## config.mk

```make
export PLATFORM = sky130hd
export DESIGN_NAME = int_writeback
export DESIGN_NICKNAME = d
export VERILOG_FILES = /design/src/rtl/int_writeback_pkg.sv /design/src/rtl/wb_fifo.sv /design/src/rtl/int_writeback.sv
export SDC_FILE = /design/constraint.sdc
export NUM_CORES = 1
export LEC_CHECK = 0
export BUFFER_PORTS_ARGS = -buffer_cell sky130_fd_sc_hd__clkbuf_2
export CAP_MARGIN = 20
export CORE_MARGIN = 3
export CORE_UTILIZATION = 30
export CTS_CLUSTER_SIZE = 10
export DETAILED_ROUTE_END_ITERATION = 8
export HOLD_SLACK_MARGIN = 0.06
export PLACE_DENSITY = 0.51
export SETUP_SLACK_MARGIN = 0.02
export SLEW_MARGIN = 20
export SYNTH_ARGS = -nofsm -noshare
export SYNTH_HDL_FRONTEND = slang
export SYNTH_SLANG_ARGS = --single-unit
```

## constraint.sdc

```tcl
create_clock -name i_clk -period 3.85 [get_ports i_clk]
set_clock_uncertainty 0.15 [all_clocks]
set_input_delay 0.77 -clock i_clk [delete_from_list [all_inputs] [get_ports i_clk]]
set_output_delay 0.77 -clock i_clk [all_outputs]
set_load 0.005 [all_outputs]
```

## src/rtl/int_writeback_pkg.sv

```systemverilog
// Shared integer-writeback types: the architectural register write record
// consumed by the scheduler/regfile and the writeback grant source.
package int_writeback_pkg;

    typedef struct packed {
        logic        valid;
        logic [4:0]  idx;
        logic [31:0] data;
    } int_arch_reg_wb_t;

    typedef enum logic [1:0] {
        GNT_NONE,
        GNT_ALU,
        GNT_LSU
    } wb_gnt_e;

endpackage

```

## src/rtl/wb_fifo.sv

```systemverilog
// Synchronous FIFO of writeback records holding LSU completions in push order.
// Occupancy is the difference of the wrap-bit pointers.
module wb_fifo
    import int_writeback_pkg::*;
#(
    parameter int DEPTH = 4
) (
    input  logic                     i_clk,
    input  logic                     i_rst_n,
    input  logic                     i_flush,
    input  logic                     i_push,
    input  int_arch_reg_wb_t         i_push_data,
    input  logic                     i_pop,
    output int_arch_reg_wb_t         o_head,
    output logic                     o_full,
    output logic                     o_empty,
    output logic [$clog2(DEPTH):0]   o_count
);

    localparam int AW = $clog2(DEPTH);

    logic [AW:0]      wr_ptr;
    logic [AW:0]      rd_ptr;
    int_arch_reg_wb_t mem [DEPTH];

    always_ff @(posedge i_clk) begin
        if (!i_rst_n || i_flush) begin
            wr_ptr <= '0;
            rd_ptr <= '0;
        end else begin
            if (i_push) wr_ptr <= wr_ptr + 1'b1;
            if (i_pop)  rd_ptr <= rd_ptr + 1'b1;
        end
    end

    always_ff @(posedge i_clk) begin
        if (i_rst_n && !i_flush && i_push) mem[wr_ptr[AW-1:0]] <= i_push_data;
    end

    assign o_count = wr_ptr - rd_ptr;
    assign o_full  = (o_count == (AW+1)'(DEPTH));
    assign o_empty = (o_count == '0);
    assign o_head  = mem[rd_ptr[AW-1:0]];

endmodule

```

## src/rtl/int_writeback.sv

```systemverilog
// Writeback stage: arbitrates the fixed-latency ALU and the FIFO-buffered LSU
// onto the single integer register write port, with a starvation guard for the LSU.
module int_writeback
    import int_writeback_pkg::*;
#(
    parameter int DEPTH    = 4,
    parameter int MAX_WAIT = 4
) (
    input  logic             i_clk,
    input  logic             i_rst_n,
    input  logic             i_flush,
    input  int_arch_reg_wb_t i_alu_wb,
    input  int_arch_reg_wb_t i_lsu_wb,
    output logic             o_lsu_ready,
    output logic             o_alu_stall,
    output int_arch_reg_wb_t o_int_reg_wb,
    input  logic [31:0]      i_log_fd
);

    localparam int WAIT_W = $clog2(MAX_WAIT + 1);

    int_arch_reg_wb_t        fifo_head;
    logic                    fifo_full;
    logic                    fifo_empty;
    logic [$clog2(DEPTH):0]  fifo_count;
    logic [WAIT_W-1:0]       wait_cnt;
    logic                    push;
    logic                    pop;
    logic                    starve;
    wb_gnt_e                 gnt;

    // Ready comes from registered occupancy only, so a same-cycle pop gives no credit.
    assign o_lsu_ready = ~fifo_full;
    assign push        = i_lsu_wb.valid & o_lsu_ready;
    assign pop         = (gnt == GNT_LSU);

    wb_fifo #(.DEPTH(DEPTH)) u_fifo (
        .i_clk       (i_clk),
        .i_rst_n     (i_rst_n),
        .i_flush     (i_flush),
        .i_push      (push),
        .i_push_data (i_lsu_wb),
        .i_pop       (pop),
        .o_head      (fifo_head),
        .o_full      (fifo_full),
        .o_empty     (fifo_empty),
        .o_count     (fifo_count)
    );

    always_comb begin
        gnt         = GNT_NONE;
        o_alu_stall = 1'b0;
        starve      = ~fifo_empty && (wait_cnt == WAIT_W'(MAX_WAIT));
        if (starve) begin
            gnt         = GNT_LSU;
            o_alu_stall = 1'b1;
        end else if (i_alu_wb.valid) begin
            gnt = GNT_ALU;
        end else if (!fifo_empty) begin
            gnt = GNT_LSU;
        end
    end

    always_ff @(posedge i_clk) begin
        if (!i_rst_n || i_flush) begin
            wait_cnt <= '0;
        end else if (pop || fifo_empty) begin
            wait_cnt <= '0;
        end else if (wait_cnt != WAIT_W'(MAX_WAIT)) begin
            wait_cnt <= wait_cnt + 1'b1;
        end
    end

    // Writes to x0 are consumed like any other grant but never become visible.
    always_ff @(posedge i_clk) begin
        if (!i_rst_n || i_flush) begin
            o_int_reg_wb <= '0;
        end else begin
            case (gnt)
                GNT_ALU: o_int_reg_wb <= '{valid: (i_alu_wb.idx != 5'd0),
                                           idx: i_alu_wb.idx, data: i_alu_wb.data};
                GNT_LSU: o_int_reg_wb <= '{valid: fifo_head.valid && (fifo_head.idx != 5'd0),
                                           idx: fifo_head.idx, data: fifo_head.data};
                default: o_int_reg_wb.valid <= 1'b0;
            endcase
        end
    end

`ifndef SYNTHESIS
    always_ff @(posedge i_clk) begin
        if (i_rst_n && !i_flush && i_alu_wb.valid && !fifo_empty && i_alu_wb.idx != 5'd0) begin
            assert (i_alu_wb.idx != fifo_head.idx)
                else $error("[WB ] ALU and LSU head both target x%0d", i_alu_wb.idx);
        end
        if (i_rst_n && i_log_fd != 32'd0) begin
            $display("[WB ] gnt=%s idx=%0d data=%08h count=%0d wait=%0d",
                     gnt.name(), (gnt == GNT_ALU) ? i_alu_wb.idx : fifo_head.idx,
                     (gnt == GNT_ALU) ? i_alu_wb.data : fifo_head.data, fifo_count, wait_cnt);
        end
    end
`endif

endmodule

```

==> results of run 1 <==
[cells in the mapped netlist, types with 3 or more instances]
cell,number
edfxtp_1,152
dfxtp_1,49
mux2i_1,42
o21ai_0,40
a21oi_1,38
mux4_2,38
clkbuf_1,17
ha_1,11
nand2_1,10
inv_1,7
buf_1,6
nor2_1,6
and3_1,4
xnor2_1,4
buf_2,3
nor4_1,3
[cells by family after synthesis]
logic type                 share of synthesized area (%)
buffers and inverters                               1.79
AOI/OAI and AO/OA                                   5.51
DFF                                                 71.7
xor gates and xnor gates                           0.566
adders and majority gates                           1.78
muxes                                               16.5
and+or+nand+nor                                     2.18
[report_power, final]
group	switching, mW	internal, mW	total (mW)
Clock	0.778	1.22	2.00
Combinational	0.129	0.101	0.229
Sequential	0.0163	2.37	2.39
Total	0.923	3.69	4.61
[worst paths after layout]
kind                         start          endpoint  slack (ps)  depth (start not counted)
setup / recovery  u_fifo.wr_ptr[0]  o_int_reg_wb[27]         680                         10
hold reg to reg   u_fifo.wr_ptr[2]  u_fifo.wr_ptr[2]         340                          2
setup reg to reg  u_fifo.wr_ptr[0]  o_int_reg_wb[27]         680                         10
hold / removal    u_fifo.wr_ptr[2]  u_fifo.wr_ptr[2]         340                          2
[cell type report]
| type | instances | area [um^2] |
|---|---|---|
| clock inverter | 1 | 5.00 |
| multi-input combinational | 211 | 2080 |
| tap | 330 | 413 |
| sequential | 201 | 5550 |
| inverter | 7 | 26.3 |
| fill | 2399 | 15800 |
| timing repair buffer | 129 | 723 |
| clock buffer | 42 | 699 |
[sequential cells by signal, summed over array words and instances, names as in the netlist, named ones only]
name / flops
o_int_reg_wb: 38
u_fifo.mem: 152
u_fifo.rd_ptr: 3
u_fifo.wr_ptr: 3
wait_cnt: 3
[cell usage in the layout (no fill, tap or decap), drive strengths merged, types with 2 or more instances in the layout]
cell type    n
nor2         6
or4          2
xnor2        4
nand2       10
buf         11
a31oi        2
nor4         3
ha          11
clkbuf     160
nand2b       2
o21ai       40
mux4        38
dfxtp       49
mux2i       42
edfxtp     152
a21oi       38
inv          7
and3         4
nor2b        2
[worst max-delay path, cell delays in order (launching register included)]
cell and delay [ps]:
dfxtp_1 380, inv_1 120, ha_1 190, nor2b_1 130, xnor2_1 300, nor2_1 230, o21ai_0 350, ha_4 510
buf_4 330, mux2i_1 240, a21oi_1 90
[per-layer routing]
metal / wire (um) / vias up
li1: - / 2016
met2: 8440 / 115
met4: 320 / 0
met3: 1050 / 26
met5: 0 / -
met1: 6890 / 2131
==> results.md, run 1 <==
- First-pass GRT wire length: 26,000 um
- Antenna viol nets, final: 0
- GRT Resource Usage Total: 11.9%
- Syn Inst Count: 446
- Post-Place Cell Area: 8790 um^2
- Leakage: 3.26 nW
- Io pins: 151
- Final Critical Period: 3170 ps
- Post-Route Setup TNS: 0 ps
- Hold WC Path Type: flip-flop to flip-flop
- Met1 Resource Use GR: 14.1%
- Rel. slew slack: 57.5%
- Share of the synthesized area in the top cell type: 59.0%
- Die W: 167 um
- Max Buffers Root-to-Sink: 3
- Ant diodes: 0
- Post-Syn Area: 7740 um^2
- Max cap viols: 0
- Starting Density: 30.6%
- CTS tree: built
- Hold_buf cts: 0
- Final setup vio count: 0
- CTS clock-pin slew for the worst setup and hold paths: 50 ps
- Grt total ovfl: 0
- DR vias: 4,288
- Met2 Usage GRT: 21.3%
- Synth unique cells: 28
- Final Power: 4.61 mW
- Power Density: 486 nW/um^2
- Total CTS buffers: 24
- Worst Tran Pin Value: 637 ps
- Hold Vio Cnt, Final: 0
- Synth async-reset ratio: 0%
- Status: finished, final reports clean
- Post-synthesis sequential area ratio: 71.7%
- Drt drc: 0
- Clk sinks: 201
- GR peak layer: met2
- Critical Path RT: 4060 ps
- Initial antenna violation count: 0
- GR Layer Usage met3: 3.25%
- Final Cell Area: 9500 um^2
- Worst VDD drop: 0.294 mV
- Clock root buffer: clkbuf_16
- Worst setup EP type: flip-flop
- Area grow syn2layout: 22.7%
- Hold_ws: 338 ps
- # resized after CTS: 0
- Detailed Place HPWL: 10,800 um
- CP Max Fanout: 26
- Nets@finish: 696
- DRT Pass-1 Iters: 4
- Final core utilization: 37.6%
- Largest net degree at the start of global routing: 47
- Crit path kind: flip-flop to flip-flop
- Core area: 25,300 um^2
- Non-Filler Instances: 921
- DRT Wirelength: 16,700 um
- Ranking of synthesized cells by area: edfxtp_1 59%, dfxtp_1 13%, mux4_2 11%, mux2i_1 5.4%, o21ai_0 2.6%
- Drt first-iter violations: 183
- Clock Latency Late Sink: 490 ps
- RSZ-0062 raised after global routing: no
- EDFF count, synth: 152
- Synth Flop Type: edfxtp_1
- WL/cell: 18.1 um
- Die area: 27,800 um^2
- Synth warnings: 0
- Final WS setup: 679 ps
- Dpl ws: 717 ps
- Fmax: 315 MHz
- #FFs+latches synth: 201
- Post-CTS setup buffer count: 0
- Share of layout cells above drive strength 1: 34.5%
- Post-Syn Area per Cell: 17.3 um^2
- Largest area contributor in the netlist: edfxtp_1
- RePlAce Congestion: 0.727
- Startpoint types: flip-flop
- Buffers on Ports: 118
- Data arrival time of the worst path: 3380 ps
- Mapped Nets: 568
- Die height: 167 um
- Fin crit share: 82.4%
- Vias per cell: 4.66
- Placed cells: 878
- FP Rows: 58
- H-tree level count: 1
- Pins Over Slew Limit: 0
- Number of global-route vias before repair: 4,717
Power figures use the tool's default switching activity.
==> inputs of run 2 (changes only) <==
Settings changed: ABC_AREA set to 1, PLACE_DENSITY 0.51 to 0.5.
Clock period 3.85 ns to 3.19 ns, I/O delays scaled along.
==> run 2 against run 1 <==
  * First-iteration DRC count rose by 120%
  * Synthesized cell count rose by 59%
  * Flip-flop and latch count did not move
  * Die area rose by 3.3%
  * Count of clock-buffer cells in the layout fell by 1
  * Global-route usage rose by 1.8 points
  * Final area rose by 2.3%
  * Power rose by 24%
  * Sequential power rose by 21%
  * Combinational power rose by 70%
  * Critical path type unchanged
  * Non-clock buffer count rose by 7
  * Highest routed layer is now met5
  * Critical path depth rose by 3
==> results.md, run 2 <==
- DRT Pass-1 Iters: 4
- Hold_ws: 196 ps
- Multi-input combinational cell area: 2160 um^2
- Total CTS buffers: 24
- Number of fill cells in the layout: 2,633
- Synth unique cells: 24
- Startpoint types: flip-flop
- Worst setup EP type: flip-flop
- First-pass GRT wire length: 30,800 um
- Max Buffers Root-to-Sink: 3
- Ranking of synthesized cells by area: edfxtp_1 57%, dfxtp_1 12%, o21ai_0 7.4%, nor2_1 6.0%, nand3_1 3.3%
- #FFs+latches synth: 201
- Post-synth top cells: 152 x edfxtp_1, 128 x nor2_1, 118 x o21ai_0
- Synth warnings: 0
- Drt drc: 0
- Post-CTS setup buffer count: 0
- CTS tree: built
- Post-Syn Area per Cell: 11.3 um^2
- Largest area contributor in the netlist: edfxtp_1
- Final Power: 5.73 mW
- Vias per cell: 4.64
- Largest net degree at the start of global routing: 77
- Data arrival time of the worst path: 2950 ps
- Final core utilization: 37.2%
- Synth Flop Type: edfxtp_1
- Placed cells: 1,139
- Clk sinks: 201
- Hold Crit Depth: 1
- Hold Vio Cnt, Final: 0
- Starting Density: 30.6%
- Most common cell in the netlist: edfxtp_1
- Final Critical Period: 2680 ps
- R2R Path Start: u_fifo.wr_ptr[1]
- Synth async-reset ratio: 0%
- Number of global-route vias before repair: 5,347
- Worst reg-to-reg path cell count: 13
- Share of the synthesized area in the top cell type: 57.0%
- Worst VDD drop: 0.238 mV
- Initial antenna violation count: 2
- Pins Over Slew Limit: 0
- Hold WC Path Type: input port to flip-flop
- CTS clock-pin slew for the worst setup and hold paths: 60 ps
- Leakage: 3.59 nW
- Rel. slew slack: 39.6%
- Clock root buffer: clkbuf_16
- Area grow syn2layout: 21.3%
- Final setup vio count: 0
- Hold_buf cts: 0
- CP Max Fanout: 16
- Share of layout cells above drive strength 1: 20.9%
- Most frequent cells in the layout: 152 x edfxtp_1, 124 x nor2_1, 118 x o21ai_0, 118 x clkbuf_2, 54 x nand2_1
- Power Density: 591 nW/um^2
- EDFF count, synth: 152
- Grt total ovfl: 0
- Nets@finish: 952
- Detailed Place HPWL: 12,100 um
- FP Rows: 59
- RePlAce Congestion: 0.743
- Max reg flops: 152
- Critical Path RT: 3460 ps
- Non-Filler Instances: 1,183
- Max cap viols: 0
- Fin crit share: 84.0%
- Post-synthesis sequential area ratio: 69.3%
- Syn Inst Count: 710
- Worst hold endpoint: u_fifo.mem[0][7]
- Mapped Nets: 832
- DRT Wirelength: 19,800 um
- Io pins: 151
- Fmax: 373 MHz
- Die area: 28,700 um^2
- RSZ-0062 raised after global routing: no
- Post-Place Cell Area: 9000 um^2
- RR Endpoint: o_int_reg_wb[33]
- # resized after CTS: 0
- Die height: 169 um
- Buffers on Ports: 118
- Drt first-iter violations: 402
- Status: finished, final reports clean
- Crit path kind: flip-flop to flip-flop
- Die W: 169 um
- Worst Tran Pin Value: 906 ps
- GRT Resource Usage Total: 13.7%
- Antenna viol nets, final: 0
- Post-Syn Area: 8000 um^2
- Commonest non-fill, non-tap cell in the layout: edfxtp_1
- WL/cell: 16.8 um
- Flop2flop setup slack: 510 ps
- Core area: 26,100 um^2
- Min-delay src: i_lsu_wb[7]
- DR vias: 5,489
- H-tree level count: 1
- Clock Latency Late Sink: 510 ps
- Final Cell Area: 9710 um^2
- Register area: 5550 um^2
## run 2: changes by cell type after synthesis, sizes merged, moves of 4 or more
cell,change
nand3,+52
o211ai,+14
mux2i,-42
inv,+20
buf,+16
a21oi,-23
nand2,+44
and3,-4
nor2,+124
mux4,-38
o21ai,+117
## run 2: area by class of cell
type | count | area share [%]
sequential | 201 | 57.1
multi-input combinational | 440 | 22.2
timing repair buffer | 136 | 7.99
clock buffer | 41 | 7.05
tap | 335 | 4.32
inverter | 27 | 1.04
clock inverter | 2 | 0.219
antenna | 1 | 0.0258
## run 2: worst max-delay path, cell delays in order, from the launching register on
cell and delay [ps]:
dfxtp_1 420, ha_1 280, nand2_1 90, nand4_1 140, nand2_1 90, nand2_1 80
nand2_1 70, inv_1 40, nor2_1 120, inv_1 70, ha_2 330, nor2_4 270
inv_2 240, o21ai_0 210
## run 2: cells by family after synthesis
family                     synth area share (%)
DFF                                        69.3
xor gates and xnor gates                  0.328
buffers and inverters                      4.16
adders and majority gates                  1.72
AOI/OAI and AO/OA                          12.2
and+or+nand+nor                            12.3
## run 2: worst max path at each step
stage                     cells past startpoint        startpoint  slack [ps]                to
after floorplan                               9  u_fifo.rd_ptr[1]        -220  u_fifo.mem[0][0]
after global placement                       13  u_fifo.wr_ptr[1]         510  o_int_reg_wb[33]
after detailed placement                     14  u_fifo.rd_ptr[1]         490  o_int_reg_wb[33]
after CTS                                    14  u_fifo.rd_ptr[1]         460  o_int_reg_wb[33]
after global routing                         17  u_fifo.wr_ptr[0]         170  o_int_reg_wb[34]
final                                        13  u_fifo.wr_ptr[1]         510  o_int_reg_wb[33]
## run 2: through the flow
stage	setup TNS (ps)	setup slack, ps
after detailed placement	0	492
final	0	512
after global routing	0	174
after CTS	0	463
after floorplan	-33310	-219
after global placement	0	511
## run 2: routing by layer
layer / track usage, % / share of wire, % / up-vias
met5: 0 / 0.10 / -
met1: 18.3 / 46 / 2595
met2: 22.9 / 48 / 113
met4: 3.06 / 1.6 / 2
met3: 2.96 / 4.9 / 31
li1: - / - / 2748
## run 2: power breakdown
group / internal [mW] / total, mW / switching, mW / leakage (nW)
sequential: 2.87 / 2.90 / 0.0238 / 1.77
combinational: 0.139 / 0.389 / 0.250 / 1.48
clock: 1.45 / 2.45 / 0.999 / 0.339
==> inputs of run 3 (changes only) <==
Settings changed: PLACE_DENSITY 0.5 to 0.52.
Clock period 3.19 ns to 2.45 ns, I/O delays scaled along.
==> run 3 against run 2 <==
  * Sequential power increased by 30%
  * Core utilization increased by 2.8 points
  * Global-route usage decreased by 0.073 points
  * Power increased by 33%
  * Final area increased by 7.4%
  * Worst setup slack got worse by 460 ps
  * Register-to-register slack got worse by 460 ps
  * First-iteration DRC count decreased by 28%
  * Die area unchanged
  * Via count increased by 4.1%
  * Critical path depth decreased by 2
  * Critical path type is now flip-flop to primary output
  * Largest power group unchanged
==> results.md, run 3 (synthesis gave the netlist of run 2 again) <==
- Max cap viols: 0
- GR peak layer: met2
- Max reg flops: 152
- CTS tree: built
- Most frequent cells in the layout: 152 x edfxtp_1, 123 x nor2_1, 117 x o21ai_0, 117 x clkbuf_2, 51 x nand3_1
- Worst setup EP type: primary output
- Number of fill cells in the layout: 2,584
- Hold WC Path Type: input port to flip-flop
- Worst Tran Pin Value: 418 ps
- FP Rows: 59
- Fmax: 418 MHz
- Final Critical Period: 2390 ps
- Leakage: 3.88 nW
- CP max stage delay: 330 ps
- Data arrival time of the worst path: 1750 ps
- CP endpoint: o_alu_stall
- Drt drc: 0
- Largest net degree at the start of global routing: 77
- CTS clock-pin slew for the worst setup and hold paths: 50 ps
- Register area: 5550 um^2
- Met2 Usage GRT: 23.8%
- Vias per cell: 4.62
- Die height: 169 um
- Startpoint types: flip-flop
- Grt total ovfl: 0
- Crit path kind: flip-flop to primary output
- RR Endpoint: wait_cnt[2]
- Critical path, cell by cell: inv_2 > ha_4 > nand2_4 > nand2_2 > nand2_2 > nand2_2 > nand2_2 > nand2_2 > inv_2 > buf_6 > buf_6
- Antenna viol nets, final: 0
- CP max-delay cell: dfxtp_2
- Hold_ws: 74.1 ps
- Nets@finish: 1,006
- Non-Filler Instances: 1,238
- Core area: 26,100 um^2
- Buffers on Ports: 118
- Placed cells: 1,156
- Crit path from: u_fifo.rd_ptr[1]
- Multi-input combinational cell area: 2230 um^2
- DRT Pass-1 Iters: 4
- Number of global-route vias before repair: 5,689
- Total CTS buffers: 24
- Initial antenna violation count: 1
- Status: finished, final reports clean
- GR Layer Usage met3: 2.42%
- Area grow syn2layout: 30.3%
- First-pass GRT wire length: 30,900 um
- Cell mode on critical path: nand2_2
- Hold Vio Cnt, Final: 0
- Rel. slew slack: 72.1%
- Final WS setup: 56.6 ps
- Power Density: 730 nW/um^2
- Pins Over Slew Limit: 0
- DR vias: 5,714
- Final Cell Area: 10,400 um^2
- Die area: 28,700 um^2
- Fin crit share: 97.7%
- Drt first-iter violations: 289
- RePlAce Congestion: 0.714
- DRT Wirelength: 19,900 um
- Post-Place Cell Area: 9280 um^2
- Final setup vio count: 0
- Commonest non-fill, non-tap cell in the layout: edfxtp_1
- Io pins: 151
- Die W: 169 um
- Dpl ws: -67.7 ps
- Detailed Place HPWL: 12,400 um
- H-tree level count: 1
- GRT Resource Usage Total: 13.6%
- Starting Density: 30.6%
- Flop2flop setup slack: 60 ps
- Share of layout cells above drive strength 1: 24.6%
- Clk sinks: 201
- Max Buffers Root-to-Sink: 3
- Worst reg-to-reg path cell count: 18
- R2R Path Start: u_fifo.rd_ptr[1]
- RSZ-0062 raised after global routing: yes
- Critical Path RT: 1810 ps
- Met1 Resource Use GR: 17.7%
- Clock root buffer: clkbuf_16
- Clock Latency Late Sink: 500 ps
- WL/cell: 16.0 um
- Worst VDD drop: 0.468 mV
- CP Max Fanout: 3
## run 3: cell types whose count changed in the layout (fill, tap and decap cells not counted), sizes merged
cell | before | now
clkinv | 2 | 1
clkbuf | 159 | 160
dlygate4sd3 | 0 | 28
buf | 18 | 45
## run 3: how the worst min path moves through the flow
stage	startpoint	endpoint	slack (ps)	cells after the start
after floorplan	wait_cnt[0]	wait_cnt[0]	310	2
after CTS	i_lsu_wb[2]	u_fifo.mem[3][2]	60	1
after global routing	i_lsu_wb[9]	u_fifo.mem[2][9]	70	1
final	i_lsu_wb[9]	u_fifo.mem[2][9]	70	1
after global placement	o_int_reg_wb[16]	o_int_reg_wb[16]	310	2
after detailed placement	o_int_reg_wb[29]	o_int_reg_wb[29]	320	2
## run 3: report_power, final
| group | internal (mW) | switching (mW) | total [mW] | leakage, nW |
|---|---|---|---|---|
| Clock | 1.92 | 1.27 | 3.19 | 0.339 |
| Combinational | 0.292 | 0.362 | 0.655 | 1.77 |
| Sequential | 3.74 | 0.0312 | 3.77 | 1.77 |
| Total | 5.95 | 1.66 | 7.61 | 3.88 |
## run 3: metrics by stage
stage	utilization (%)	power (mW)	setup TNS [ps]
after floorplan	-	4.10	-57020
after CTS	39.6	7.71	0
after global placement	35.5	4.40	-374
after global routing	39.9	7.94	-46.8
after detailed placement	35.5	4.40	-602
final	39.9	7.61	0
## run 3: repair_timing
action / CTS / global route
resized for setup: 6 / 23
setup endpoints to repair: 82 / 164
hold buffers: 28 / 0
endpoints found under the hold margin: 112 / 0
setup buffers: 8 / 1
pin swaps: 4 / 3
## run 3: metal layers
metal  share of wire (%)  routed length, um  vias to the layer above
met3                 4.3                846                       34
met2                  48               9550                      125
li1                    -                  -                     2857
met5                   0                  0                        -
met1                  45               9000                     2698
met4                 2.3                451                        0
## run 3: area by class of cell
class	instances	area share, %
Inverter	27	0.995
Tap cell	335	4.02
Antenna cell	1	0.0240
Clock buffer	43	6.74
Timing Repair Buffer	190	13.6
Clock inverter	1	0.0480
Sequential cell	201	53.2
Multi-Input combinational cell	440	21.4
## run 3: worst max-delay path: cells and delay by family (launching register included)
family	cells	cell delay, ps
buffers and inverters	4	300
flip-flops	1	330
adder cells (fa/ha/maj)	1	270
AND/OR/NAND/NOR	6	340
